[src/rtl/arb_pkg.sv]
// Shared definitions for the 16-requester round-robin mux arbiter.
//
// Contents:
//   NUM_REQ, SEL_W    requester count and width of the mux select
//   LAST_GRANT_RST    reset value of the round-robin pointer (index 15),
//                     which makes index 0 the first-priority requester
//   arb_state_e       arbiter FSM states (IDLE, BUSY)
//   sel_onehot()      select index to one-hot grant vector
package arb_pkg;

  localparam int NUM_REQ = 16;
  localparam int SEL_W   = 4;

  localparam logic [SEL_W-1:0] LAST_GRANT_RST = 4'd15;

  typedef enum logic {
    IDLE = 1'b0,
    BUSY = 1'b1
  } arb_state_e;

  function automatic logic [NUM_REQ-1:0] sel_onehot(input logic [SEL_W-1:0] s);
    return NUM_REQ'(1) << s;
  endfunction

endpackage

[src/rtl/rr_pick16.sv]
// Combinational rotate-priority encoder for 16 requesters.
//
// Scans req starting at last_grant+1 and wrapping modulo 16; the first set
// bit found is the pick. The previous owner (last_grant itself) is the very
// last candidate, which gives it the lowest priority.
//
// Ports:
//   req        in   16  request vector
//   last_grant in    4  index of the most recent owner
//   pick       out   4  selected index (0 when any=0)
//   any        out   1  at least one request is set
module rr_pick16
  import arb_pkg::*;
(
  input  logic [NUM_REQ-1:0] req,
  input  logic [SEL_W-1:0]   last_grant,
  output logic [SEL_W-1:0]   pick,
  output logic               any
);

  logic [SEL_W-1:0] idx;

  always_comb begin
    pick = '0;
    idx  = '0;
    any  = |req;
    // Walk from the farthest offset down to the nearest one so the nearest
    // set bit after last_grant overwrites all others. Offset 16 truncates to
    // last_grant itself.
    for (int i = NUM_REQ; i >= 1; i--) begin
      idx = last_grant + SEL_W'(i);
      if (req[idx]) begin
        pick = idx;
      end
    end
  end

endmodule

[src/rtl/mux_rr_arbiter.sv]
// Round-robin arbiter sharing one external 32-bit 16:1 result mux among 16
// requesters, with a valid/ready handshake toward a single consumer.
//
// Optional feature (compile-time macro ARB_LOCK_EN): an owner that keeps both
// req and lock asserted at an accept keeps the bus and streams back-to-back
// transfers with no bubble. Without the macro the lock input is ignored.
//
// Handshake: out_valid is raised with sel/grant and all three hold steady
// until out_valid & out_ready is seen at a rising edge (the accept).
// out_ready while out_valid=0 has no effect.
//
// Ports:
//   clk        in        rising-edge clock
//   rst        in        asynchronous active-high reset
//   req        in   16   per-requester request
//   lock       in   16   per-requester bus-lock hint (ARB_LOCK_EN only)
//   out_ready  in        consumer accepts the current word
//   sel        out   4   select to the external mux (held in IDLE)
//   grant      out  16   one-hot owner while out_valid, else 0
//   out_valid  out       mux output is valid for the consumer
//   done       out  16   one-cycle one-hot pulse after an accept
//   xfer_cnt   out CNT_W accepted-transfer count (wraps)
//
// The internal state_q register is the FSM state for observation.
module mux_rr_arbiter
  import arb_pkg::*;
#(
  parameter int CNT_W = 16
) (
  input  logic               clk,
  input  logic               rst,
  input  logic [NUM_REQ-1:0] req,
  input  logic [NUM_REQ-1:0] lock,
  input  logic               out_ready,
  output logic [SEL_W-1:0]   sel,
  output logic [NUM_REQ-1:0] grant,
  output logic               out_valid,
  output logic [NUM_REQ-1:0] done,
  output logic [CNT_W-1:0]   xfer_cnt
);

  arb_state_e         state_q, state_d;
  logic [SEL_W-1:0]   sel_q, sel_d;
  logic [NUM_REQ-1:0] grant_q, grant_d;
  logic               out_valid_q, out_valid_d;
  logic [NUM_REQ-1:0] done_q, done_d;
  logic [CNT_W-1:0]   xfer_cnt_q, xfer_cnt_d;
  logic [SEL_W-1:0]   last_grant_q, last_grant_d;

  logic [SEL_W-1:0]   pick;
  logic               any;
  logic               accept;
  logic               keep_owner;

  rr_pick16 u_pick (
    .req        (req),
    .last_grant (last_grant_q),
    .pick       (pick),
    .any        (any)
  );

  assign accept = out_valid_q & out_ready;

`ifdef ARB_LOCK_EN
  // The owner keeps the bus only while it is still requesting and locking.
  assign keep_owner = req[sel_q] & lock[sel_q];
`else
  assign keep_owner = 1'b0;
  logic unused_lock;
  assign unused_lock = ^lock;
`endif

  always_comb begin
    state_d      = state_q;
    sel_d        = sel_q;
    grant_d      = grant_q;
    out_valid_d  = out_valid_q;
    done_d       = '0;
    xfer_cnt_d   = xfer_cnt_q;
    last_grant_d = last_grant_q;

    unique case (state_q)
      IDLE: begin
        if (any) begin
          sel_d       = pick;
          grant_d     = sel_onehot(pick);
          out_valid_d = 1'b1;
          state_d     = BUSY;
        end else begin
          // sel keeps its last value; only valid and grant are cleared.
          grant_d     = '0;
          out_valid_d = 1'b0;
        end
      end

      BUSY: begin
        if (accept) begin
          done_d     = sel_onehot(sel_q);
          xfer_cnt_d = xfer_cnt_q + CNT_W'(1);
          if (!keep_owner) begin
            // Releasing owner becomes lowest priority; the IDLE cycle that
            // follows is the forced bubble between owners.
            last_grant_d = sel_q;
            out_valid_d  = 1'b0;
            grant_d      = '0;
            state_d      = IDLE;
          end
        end
      end

      default: begin
        state_d = IDLE;
      end
    endcase
  end

  always_ff @(posedge clk or posedge rst) begin
    if (rst) begin
      state_q      <= IDLE;
      sel_q        <= '0;
      grant_q      <= '0;
      out_valid_q  <= 1'b0;
      done_q       <= '0;
      xfer_cnt_q   <= '0;
      last_grant_q <= LAST_GRANT_RST;
    end else begin
      state_q      <= state_d;
      sel_q        <= sel_d;
      grant_q      <= grant_d;
      out_valid_q  <= out_valid_d;
      done_q       <= done_d;
      xfer_cnt_q   <= xfer_cnt_d;
      last_grant_q <= last_grant_d;
    end
  end

  assign sel       = sel_q;
  assign grant     = grant_q;
  assign out_valid = out_valid_q;
  assign done      = done_q;
  assign xfer_cnt  = xfer_cnt_q;

endmodule

[config.mk]
export PLATFORM = sky130hd
export DESIGN_NAME = mux_rr_arbiter
export DESIGN_NICKNAME = d
export VERILOG_FILES = /design/src/rtl/arb_pkg.sv /design/src/rtl/rr_pick16.sv /design/src/rtl/mux_rr_arbiter.sv
export SDC_FILE = /design/constraint.sdc
export NUM_CORES = 1
export LEC_CHECK = 0
export BUFFER_PORTS_ARGS = -buffer_cell sky130_fd_sc_hd__buf_4
export CAP_MARGIN = 10
export CORE_AREA = 2 2 99 101
export CTS_CLUSTER_DIAMETER = 60
export DETAILED_ROUTE_END_ITERATION = 12
export DIE_AREA = 0 0 101 103
export PLACE_DENSITY = 0.78
export SETUP_SLACK_MARGIN = 0.15
export SLEW_MARGIN = 30
export SYNTH_ARGS = -nofsm -noshare
export SYNTH_HDL_FRONTEND = slang
export SYNTH_SLANG_ARGS = --single-unit
[constraint.sdc]
create_clock -name clk -period 5.85 [get_ports clk]
set_input_delay 1.755 -clock clk [delete_from_list [all_inputs] [get_ports clk]]
set_output_delay 1.755 -clock clk [all_outputs]
set_load 0.02 [all_outputs]
==> run summary, run 1 <==
met2 Track Usage GR: 44.8%
R2R depth: 10
maximum root-to-sink buffer count: 2
slowest cell on the critical path: ha_1
Inst Count DP: 697
Final Setup Violations: 0
width of the die: 101 µm
detailed placer's ending HPWL: 10600 µm
syn avg cell area: 9.50 µm²
Sink Count: 58
Final Util: 62.3%
drt wl/cell: 20.3 µm
met1 Use GR: 38.7%
initial core utilization: 53.7%
Placed Instance Area: 5650 µm²
mapped cell area: 5080 µm²
Hold Fails Final Rpt: 0
Resize count post-CTS: 0
CP Max Fanout: 19
GR peak layer: met2
worst path bufs/invs: 1
Critical R2R Capture: grant[8]$_DFFE_PP0P_
clock-pin slew on the worst setup and hold paths: 0.08 ns
EDFF count, synth: 0
# rows: 36
Crit path top cell by count: mux4_2
WS Path Type: reg -> reg
DRC violations left: 0
Seq/Total Area, Yosys: 28.7%
Routed WL: 14500 µm
total gr overflow: 0
kind of end point of the critical path: flop
Slew @ Worst Pin: 0.984 ns
synth warn: 0
WHS Endpoint: xfer_cnt[15]$_DFFE_PP0P_
DR iter-0 viols: 522
Fillers: 789
most frequent cells in the layout: buf_4 (78), nand2_1 (60), dfrtp_1 (54), mux2i_1 (41), nor2_1 (35)
CTS buffer count: 9
status: complete, no violations
commonest non-fill, non-tap cell in the layout: buf_4
min-delay worst type: reg -> reg
Slew Limit Headroom: 34.4%
max-cap check violation count: 0
Max Fclk: 0.204 GHz
Hold Path Stages: 1
Max Slew Vio Count: 0
CP delay by family, top: compound AO/OA/AOI/OAI gates
flop2flop setup slack: 0.95 ns
via count: 4759
core area: 9460 µm²
first-pass GRT wire length: 22800 µm
Ant. Diodes: 0
met3 usage: 4.95%
ys async rst share: 100%
largest net degree at the start of global routing: 59
routability cong.: 0.987
Worst-Skew Late Latency: 0.34 ns
DIE AREA: 10400 µm²
port buffer count: 71
clock root cell: clkbuf_8
Critical Path RT: 6.12 ns
Layout Nets: 637
design area: 5890 µm²
R2R Path Start: last_grant_q[1]$_DFFE_PP1P_
Final Critical Period: 4.90 ns
gate count of the mapped netlist: 535
non-filler cells, final: 713
Synth Flop Type: dfrtp_1
antenna violations before repair: 0
Setup Fix Bufs, Post-CTS: 0
cell taking the most area after synthesis: dfrtp_1
Fin Clk Skew: 0.0145 ns
RSZ-0062 raised after global routing: no
CP Launch Type: flop
layout cell share with drive strength beyond 1: 28.7%
H-tree Lvls: 3
post-route setup TNS: 0 ns
CP Data Arrival Time: 5.17 ns
# IOs: 88
CP peak stage delay: 1.00 ns
number of global-route vias before repair: 4350
Area contributors post-synth: dfrtp_1 (27%), mux4_2 (8.4%), mux2i_1 (8.1%), mux2_2 (5.1%), nand2_1 (4.4%)
count of cell types in the netlist: 85
share of the synthesized area in the top cell type: 26.6%
hold_buf cts: 0
Die Ht: 103 µm
1st-pass router iterations: 5
GRT Total Usage: 28.2%
Hold Startpoint: xfer_cnt[15]$_DFFE_PP0P_
Via-to-Cell Ratio: 6.67
worst-path cell chain: inv_1, ha_1, mux4_2, mux4_2, o21a_1, o21bai_1, a31oi_1, o31ai_1, and3_1, a22o_1
flops & latches, synth: 58
Syn Nets: 578
crit share post-route: 83.8%
Post-DRT Antenna Nets: 0
Area growth syn-to-layout: 16.0%
CTS tree: built
==> worst max path at each step <==
stage,start,slack [ns],depth (start not counted),end
2_1_floorplan,last_grant_q[1]$_DFFE_PP1P_,1.53,15,grant[10]$_DFFE_PP0P_
3_3_place_gp,req[10],1.12,9,grant[3]$_DFFE_PP0P_
3_5_place_dp,req[10],0.98,9,grant[11]$_DFFE_PP0P_
4_1_cts,last_grant_q[1]$_DFFE_PP1P_,1.08,10,grant[8]$_DFFE_PP0P_
5_1_grt,last_grant_q[1]$_DFFE_PP1P_,0.69,10,grant[11]$_DFFE_PP0P_
6_report,last_grant_q[1]$_DFFE_PP1P_,0.95,10,grant[8]$_DFFE_PP0P_
==> per-layer routing <==
| layer | vias up | wire (µm) |
|---|---|---|
| met4 | 0 | 425 |
| met5 | - | 0 |
| li1 | 2146 | - |
| met1 | 2314 | 5970 |
| met3 | 37 | 1250 |
| met2 | 262 | 6810 |
==> registers in the layout, summed over array words and instances (netlist names) <==
name and cells:
done 16, grant 16, xfer_cnt 16, last_grant_q 4, sel 4, out_valid 1, state_q 1
==> Yosys cell counts (all sizes together) (10+ instances only) <==
| cell type | count |
|---|---|
| a21oi | 16 |
| buf | 17 |
| clkbuf | 13 |
| xnor2 | 22 |
| nor2 | 35 |
| nand3 | 22 |
| mux4 | 19 |
| o21ai | 31 |
| nand4 | 10 |
| nand2 | 60 |
| nor3 | 18 |
| mux2i | 43 |
| inv | 11 |
| mux2 | 24 |
| dfrtp | 54 |
==> layout make-up <==
| class | count | area, µm² | share of cell area (%) |
|---|---|---|---|
| clock buffer | 9 | 124 | 2.10 |
| clock inverter | 7 | 125 | 2.12 |
| inverter | 12 | 47.5 | 0.807 |
| multi-input combinational | 435 | 3410 | 57.9 |
| sequential | 58 | 1460 | 24.7 |
| tap | 114 | 143 | 2.42 |
| timing repair buffer | 78 | 586 | 9.93 |
==> per-stage QoR <==
step / setup WS (ns) / hold WS (ns)
after global placement: 1.12 / 0.462
after detailed placement: 0.980 / 0.465
after global routing: 0.693 / 0.515
final: 0.947 / 0.477
after floorplan: 1.53 / 0.582
after CTS: 1.08 / 0.480
==> cells by family after synthesis <==
group / after synthesis / synth area share [%]
adder cells (fa/ha/maj): 8 / 1.97
multiplexers: 86 / 22.4
AO/OA/AOI/OAI: 128 / 19.6
AND/OR/NAND/NOR: 185 / 17.7
flip-flops: 58 / 28.7
buffers and inverters: 42 / 4.26
XOR/XNOR: 28 / 5.42
Power of run 1 is left out: the tool's default activity adds up to more than one toggle a clock period on the data nets, which glitch-free logic cannot reach.
==> run 2: changes to the inputs <==
--- a/config.mk
+++ b/config.mk
@@ -7,11 +7,11 @@
 export LEC_CHECK = 0
 export BUFFER_PORTS_ARGS = -buffer_cell sky130_fd_sc_hd__buf_4
 export CAP_MARGIN = 10
-export CORE_AREA = 2 2 99 101
+export CORE_AREA = 2 2 102 104
 export CTS_CLUSTER_DIAMETER = 60
 export DETAILED_ROUTE_END_ITERATION = 12
-export DIE_AREA = 0 0 101 103
-export PLACE_DENSITY = 0.78
+export DIE_AREA = 0 0 104 106
+export PLACE_DENSITY = 0.77
 export SETUP_SLACK_MARGIN = 0.15
 export SLEW_MARGIN = 30
 export SYNTH_ARGS = -nofsm -noshare
==> constraint.sdc (replaced) <==
create_clock -name clk -period 4.4 [get_ports clk]
set_input_delay 1.32 -clock clk [delete_from_list [all_inputs] [get_ports clk]]
set_output_delay 1.32 -clock clk [all_outputs]
set_load 0.02 [all_outputs]
==> run summary, run 2 (synthesis results as in run 1) <==
Final Util: 59.8% (was 62.3%)
DRC violations left: 0 (unchanged)
layout cell share with drive strength beyond 1: 30.3% (was 28.7%)
H-tree Lvls: 3 (unchanged)
critical path launch point: last_grant_q[2]$_DFFE_PP1P_ (was last_grant_q[1]$_DFFE_PP1P_)
CP Max Fanout: 6 (was 19)
CP delay by family, top: compound AO/OA/AOI/OAI gates (unchanged)
core area: 10000 µm² (was 9460 µm²)
first-pass GRT wire length: 24300 µm (was 22800 µm)
crit share post-route: 91.9% (was 83.8%)
Die Ht: 106 µm (was 103 µm)
Slew @ Worst Pin: 0.707 ns (was 0.984 ns)
R2R depth: 11 (was 10)
port buffer count: 71 (unchanged)
1st-pass router iterations: 5 (unchanged)
min-delay worst type: reg -> reg (unchanged)
clock-pin slew on the worst setup and hold paths: 0.06 ns (was 0.08 ns)
worst path bufs/invs: 1 (unchanged)
maximum root-to-sink buffer count: 2 (unchanged)
Via-to-Cell Ratio: 6.36 (was 6.67)
worst-path cell chain: clkinv_1, ha_1, a21boi_1, xnor2_1, o2111ai_1, o2bb2ai_1, o22ai_1, o211ai_1, o211ai_2, a2111oi_4, a22o_1 (was inv_1, ha_1, mux4_2, mux4_2, o21a_1, o21bai_1, a31oi_1, o31ai_1, and3_1, a22o_1)
worst setup margin: 0.358 ns (was 0.947 ns)
clock root cell: clkbuf_8 (unchanged)
Post-DRT Antenna Nets: 0 (unchanged)
routed wl met2: 7120 µm (was 6810 µm)
Final Critical Period: 4.04 ns (was 4.90 ns)
CTS buffer count: 9 (unchanged)
slowest cell on the critical path: xnor2_1 (was ha_1)
hold_buf cts: 0 (unchanged)
via count: 4750 (was 4759)
DIE AREA: 11000 µm² (was 10400 µm²)
Max Slew Vio Count: 0 (unchanged)
initial core utilization: 50.8% (was 53.7%)
Post-Route M1 WL: 6190 µm (was 5970 µm)
WS Path Type: reg -> reg (unchanged)
area of the multi-input gates: 3420 µm² (was 3410 µm²)
Sink Count: 58 (unchanged)
Worst-Skew Late Latency: 0.33 ns (was 0.34 ns)
Final Setup Violations: 0 (unchanged)
Slew Limit Headroom: 52.6% (was 34.4%)
antenna violations before repair: 0 (unchanged)
CP peak stage delay: 0.57 ns (was 1.00 ns)
RSZ-0062 raised after global routing: no (unchanged)
CTS tree: built (unchanged)
# IOs: 88 (unchanged)
GRT Total Usage: 27.7% (was 28.2%)
end of the critical path: grant[2]$_DFFE_PP0P_ (was grant[8]$_DFFE_PP0P_)
detailed placer's ending HPWL: 11300 µm (was 10600 µm)
most frequent cells in the layout: buf_4 (90), nand2_1 (60), dfrtp_1 (54), mux2i_1 (41), nor2_1 (35) (was buf_4 (78), nand2_1 (60), dfrtp_1 (54), mux2i_1 (41), nor2_1 (35))
Critical Path RT: 4.67 ns (was 6.12 ns)
Place WS: 0.110 ns (was 0.980 ns)
Fillers: 852 (was 789)
Layout Nets: 649 (was 637)
commonest non-fill, non-tap cell in the layout: buf_4 (unchanged)
CP Data Arrival Time: 4.31 ns (was 5.17 ns)
DR iter-0 viols: 411 (was 522)
metal3 WL: 1110 µm (was 1250 µm)
Max Fclk: 0.247 GHz (was 0.204 GHz)
Sequential Area: 1460 µm² (unchanged)
# rows: 37 (was 36)
drt wl/cell: 20.0 µm (was 20.3 µm)
largest net degree at the start of global routing: 59 (unchanged)
routability cong.: 0.948 (was 0.987)
Routed WL: 14900 µm (was 14500 µm)
Fin Clk Skew: 0.00991 ns (was 0.0145 ns)
highest routed layer: met4 (unchanged)
status: complete, no violations (unchanged)
Ant. Diodes: 0 (unchanged)
R2R Path Start: last_grant_q[2]$_DFFE_PP1P_ (was last_grant_q[1]$_DFFE_PP1P_)
kind of end point of the critical path: flop (unchanged)
CP Launch Type: flop (unchanged)
flop2flop setup slack: 0.36 ns (was 0.95 ns)
Critical R2R Capture: grant[2]$_DFFE_PP0P_ (was grant[8]$_DFFE_PP0P_)
number of global-route vias before repair: 4676 (was 4350)
post-route setup TNS: 0 ns (unchanged)
total gr overflow: 0 (unchanged)
Area growth syn-to-layout: 17.6% (was 16.0%)
Hold Fails Final Rpt: 0 (unchanged)
width of the die: 104 µm (was 101 µm)
WP depth: 11 (was 10)
max-cap check violation count: 0 (unchanged)
-- run 2: changes by cell type in the layout (fill, tap and decap cells not counted), sizes merged --
cell,before,now
buf,78,90
clkbuf,9,12
bufinv,3,1
clkinvlp,0,2
inv,13,11
clkinv,3,2
-- run 2: worst register-to-register path: stages (launching register included) --
cell and delay (ns):
dfstp_2 0.53, clkinv_1 0.21, ha_1 0.32, a21boi_1 0.15, xnor2_1 0.57, o2111ai_1 0.30
o2bb2ai_1 0.49, o22ai_1 0.16, o211ai_1 0.28, o211ai_2 0.26, a2111oi_4 0.53, a22o_1 0.19
-- run 2: what timing repair did --
| action | CTS | global route |
|---|---|---|
| buffers inserted | 0 | 0 |
| resized for setup | 0 | 2 |
| endpoints found under the setup margin | 0 | 11 |
-- run 2: how the worst min path moves through the flow --
| stage | startpoint | to | slack [ns] | cells after the start |
|---|---|---|---|---|
| final | xfer_cnt[15]$_DFFE_PP0P_ | xfer_cnt[15]$_DFFE_PP0P_ | 0.48 | 1 |
| after global routing | xfer_cnt[15]$_DFFE_PP0P_ | xfer_cnt[15]$_DFFE_PP0P_ | 0.51 | 1 |
| after CTS | xfer_cnt[15]$_DFFE_PP0P_ | xfer_cnt[15]$_DFFE_PP0P_ | 0.49 | 1 |
| after detailed placement | xfer_cnt[15]$_DFFE_PP0P_ | xfer_cnt[15]$_DFFE_PP0P_ | 0.47 | 1 |
| after global placement | xfer_cnt[15]$_DFFE_PP0P_ | xfer_cnt[15]$_DFFE_PP0P_ | 0.46 | 1 |
| after floorplan | xfer_cnt[15]$_DFFE_PP0P_ | xfer_cnt[15]$_DFFE_PP0P_ | 0.58 | 1 |
-- run 2: layout make-up --
type	count	area share, %
multi-input cells	435	57.2
flip-flops and latches	58	24.4
repair buffers	90	11.3
well taps	136	2.85
clock buffers	12	2.60
clock inverters	4	0.838
inverters	12	0.796
-- run 2: layer usage --
metal,up-vias,GRT usage [%]
met3,39,5.52
met5,-,0
met2,226,44.5
met4,0,11.9
met1,2309,36.6
li1,2176,-
-- run 2: through the flow --
stage	hold slack, ns	instance area (µm²)	std cells
after CTS	0.486	5970	747
after global placement	0.462	5760	731
final	0.477	5980	747
after floorplan	0.582	5090	535
after global routing	0.512	5980	747
after detailed placement	0.472	5760	731
Power of run 2 is left out for the same reason.
==> run 3: changes to the inputs <==
--- a/config.mk
+++ b/config.mk
@@ -5,15 +5,17 @@
 export SDC_FILE = /design/constraint.sdc
 export NUM_CORES = 1
 export LEC_CHECK = 0
+export ABC_AREA = 1
 export BUFFER_PORTS_ARGS = -buffer_cell sky130_fd_sc_hd__buf_4
 export CAP_MARGIN = 10
-export CORE_AREA = 2 2 102 104
+export CORE_AREA = 2 2 93 95
 export CTS_CLUSTER_DIAMETER = 60
 export DETAILED_ROUTE_END_ITERATION = 12
-export DIE_AREA = 0 0 104 106
-export PLACE_DENSITY = 0.77
+export DIE_AREA = 0 0 95 97
+export PLACE_DENSITY = 0.76
 export SETUP_SLACK_MARGIN = 0.15
 export SLEW_MARGIN = 30
 export SYNTH_ARGS = -nofsm -noshare
 export SYNTH_HDL_FRONTEND = slang
 export SYNTH_SLANG_ARGS = --single-unit
+export TNS_END_PERCENT = 100
==> run summary, run 3 <==
WHS Endpoint: grant[2]$_DFFE_PP0P_ (was xfer_cnt[15]$_DFFE_PP0P_)
share of the synthesized area in the top cell type: 33.8% (was 26.6%)
clock-pin slew on the worst setup and hold paths: 0.07 ns (was 0.06 ns)
detailed placer's ending HPWL: 8370 µm (was 11300 µm)
core area: 8130 µm² (was 10000 µm²)
Inst Count DP: 763 (was 731)
Pwr per Cell Area: 239 nW/µm²
CP delay by family, top: simple AND/OR/NAND/NOR gates (was compound AO/OA/AOI/OAI gates)
max-cap check violation count: 0 (unchanged)
R2R Path Start: last_grant_q[0]$_DFFE_PP1P_ (was last_grant_q[2]$_DFFE_PP1P_)
crit share post-route: 84.9% (was 91.9%)
hold slack: 0.488 ns (was 0.477 ns)
Setup Fix Bufs, Post-CTS: 0 (unchanged)
largest net degree at the start of global routing: 43 (was 59)
kind of end point of the critical path: flop (unchanged)
# rows: 33 (was 37)
CP peak stage delay: 0.80 ns (was 0.57 ns)
port buffer count: 71 (unchanged)
number of global-route vias before repair: 3904 (was 4676)
# IOs: 88 (unchanged)
top-count cell post-synth: nand2_1 (unchanged)
slowest cell on the critical path: dfstp_2 (was xnor2_1)
synth warn: 0 (unchanged)
routability cong.: 0.968 (was 0.948)
most frequent cells in the layout: nand2_1 (225), nand3_1 (90), buf_4 (78), dfrtp_1 (54), inv_1 (50) (was buf_4 (90), nand2_1 (60), dfrtp_1 (54), mux2i_1 (41), nor2_1 (35))
Routed WL: 11200 µm (was 14900 µm)
syn avg cell area: 6.74 µm² (was 9.50 µm²)
Pleak: 2.73 nW
cell taking the most area after synthesis: dfrtp_1 (unchanged)
ys async rst share: 100% (unchanged)
Hold Path Stages: 2 (was 1)
Post-DRT Antenna Nets: 0 (unchanged)
via count: 4125 (was 4750)
Slew @ Worst Pin: 0.716 ns (was 0.707 ns)
GRT Total Usage: 25.5% (was 27.7%)
WS Path Type: reg -> reg (unchanged)
DRC violations left: 0 (unchanged)
H-tree Lvls: 3 (unchanged)
width of the die: 95 µm (was 104 µm)
post-route setup TNS: 0 ns (unchanged)
most frequent cells after synthesis: nand2_1 (225), nand3_1 (90), dfrtp_1 (54), inv_1 (51), a21oi_1 (40) (was nand2_1 (60), dfrtp_1 (54), mux2i_1 (41), nor2_1 (35), mux2_2 (23))
Syn Nets: 636 (was 578)
R2R depth: 29 (was 11)
CP Data Arrival Time: 4.01 ns (was 4.31 ns)
CTS tree: built (unchanged)
Synth Flop Type: dfrtp_1 (unchanged)
hold_buf cts: 0 (unchanged)
min-delay worst type: reg -> reg (unchanged)
Die Ht: 97 µm (was 106 µm)
CTS buffer count: 9 (unchanged)
flop2flop setup slack: 0.66 ns (was 0.36 ns)
Final Util: 59.5% (was 59.8%)
Area contributors post-synth: dfrtp_1 (34%), nand2_1 (21%), nand3_1 (11%), a21oi_1 (5.0%), inv_1 (4.8%) (was dfrtp_1 (27%), mux4_2 (8.4%), mux2i_1 (8.1%), mux2_2 (5.1%), nand2_1 (4.4%))
CP Launch Type: flop (unchanged)
Final Setup Violations: 0 (unchanged)
1st-pass router iterations: 6 (was 5)
Max Slew Vio Count: 0 (unchanged)
Critical Path RT: 4.68 ns (was 4.67 ns)
Via-to-Cell Ratio: 5.30 (was 6.36)
flops & latches, synth: 58 (unchanged)
Fin Clk Skew: 0.00756 ns (was 0.00991 ns)
Fillers: 739 (was 852)
RSZ-0062 raised after global routing: no (unchanged)
gate count of the mapped netlist: 593 (was 535)
Max Fclk: 0.268 GHz (was 0.247 GHz)
worst path bufs/invs: 4 (was 1)
commonest non-fill, non-tap cell in the layout: nand2_1 (was buf_4)
layout cell share with drive strength beyond 1: 19.3% (was 30.3%)
Slew Limit Headroom: 52.2% (was 52.6%)
antenna violations before repair: 0 (unchanged)
Critical R2R Capture: grant[10]$_DFFE_PP0P_ (was grant[2]$_DFFE_PP0P_)
Hold Fails Final Rpt: 0 (unchanged)
Max IR drop VDD: 0.210 mV
Ant. Diodes: 0 (unchanged)
Seq/Total Area, Yosys: 36.4% (was 28.7%)
DIE AREA: 9220 µm² (was 11000 µm²)
Resize count post-CTS: 0 (unchanged)
total gr overflow: 0 (unchanged)
Worst-Skew Late Latency: 0.33 ns (about the same)
Hold Startpoint: grant[2]$_DFFE_PP0P_ (was xfer_cnt[15]$_DFFE_PP0P_)
EDFF count, synth: 0 (unchanged)
area of the multi-input gates: 2240 µm² (was 3420 µm²)
count of cell types in the netlist: 32 (was 85)
Final Critical Period: 3.74 ns (was 4.04 ns)
status: complete, no violations (unchanged)
DR iter-0 viols: 236 (was 411)
initial core utilization: 49.1% (was 50.8%)
maximum root-to-sink buffer count: 2 (unchanged)
first-pass GRT wire length: 18600 µm (was 24300 µm)
Area growth syn-to-layout: 21.2% (was 17.6%)
Layout Nets: 712 (was 649)
Sequential Area: 1460 µm² (unchanged)
clock root cell: clkbuf_8 (unchanged)
mapped cell area: 4000 µm² (was 5080 µm²)
Sink Count: 58 (unchanged)
CP Max Fanout: 24 (was 6)
Crit path top cell by count: nand2_1
non-filler cells, final: 779 (was 747)
drt wl/cell: 14.4 µm (was 20.0 µm)
==> run 3: logic make-up (layout without fill, tap and decap cells) <==
logic type	count (synthesis)	count (layout)	share of synthesized area, %
DFF	58	58	36.4
buffers and inverters	74	155	7.70
muxes	1	1	0.282
xor gates and xnor gates	19	19	4.82
and+or+nand+nor	378	378	40.6
adders and majority gates	8	8	2.50
AOI/OAI and AO/OA	55	55	7.67
==> run 3: worst register-to-register path: cells and delay by family (launching register included) <==
family | cells | cell delay [ns]
flip-flops | 1 | 0.80
AND/OR/NAND/NOR | 24 | 1.84
buffers and inverters | 4 | 0.70
adder cells (fa/ha/maj) | 1 | 0.35
==> run 3: how the worst max path moves through the flow <==
stage,from,end,slack [ns],depth (start not counted)
4_1_cts,last_grant_q[0]$_DFFE_PP1P_,grant[11]$_DFFE_PP0P_,0.77,25
3_5_place_dp,last_grant_q[0]$_DFFE_PP1P_,grant[11]$_DFFE_PP0P_,0.78,25
2_1_floorplan,last_grant_q[0]$_DFFE_PP1P_,grant[5]$_DFFE_PP0P_,1.26,30
6_report,last_grant_q[0]$_DFFE_PP1P_,grant[10]$_DFFE_PP0P_,0.66,29
5_1_grt,last_grant_q[0]$_DFFE_PP1P_,grant[6]$_DFFE_PP0P_,0.28,29
3_3_place_gp,last_grant_q[0]$_DFFE_PP1P_,grant[6]$_DFFE_PP0P_,0.84,24
==> run 3: area by class of cell <==
cell class | count | area share [%]
Tap cell | 105 | 2.71
Multi-Input combinational cell | 461 | 46.2
Timing Repair Buffer | 78 | 12.1
Clock buffer | 10 | 2.84
Clock inverter | 6 | 1.37
Inverter | 61 | 4.75
Sequential cell | 58 | 30.1
==> run 3: power breakdown <==
part           internal (mW)  leakage, nW  switching, mW
Sequential             0.533        0.750              0
Combinational         0.0401         1.88         0.0792
Clock                  0.277       0.0945          0.227
==> run 3: per-stage QoR <==
stage	power (mW)	setup slack [ns]	cell area [µm²]
floorplan	0.624	1.26	4000
global placement	0.659	0.839	4640
detailed placement	0.661	0.785	4640
CTS	1.16	0.771	4840
global route	1.21	0.283	4840
finish	1.16	0.662	4840
==> run 3: routing by layer <==
metal | vias up | GRT usage, % | part of all wire, %
met1 | 1897 | 34.3 | 43
met3 | 22 | 5.69 | 7.6
met5 | - | 0 | 0
met2 | 162 | 41.5 | 48
li1 | 2044 | - | -
met4 | 0 | 6.69 | 1.3
(Power assumes the default switching activity.)
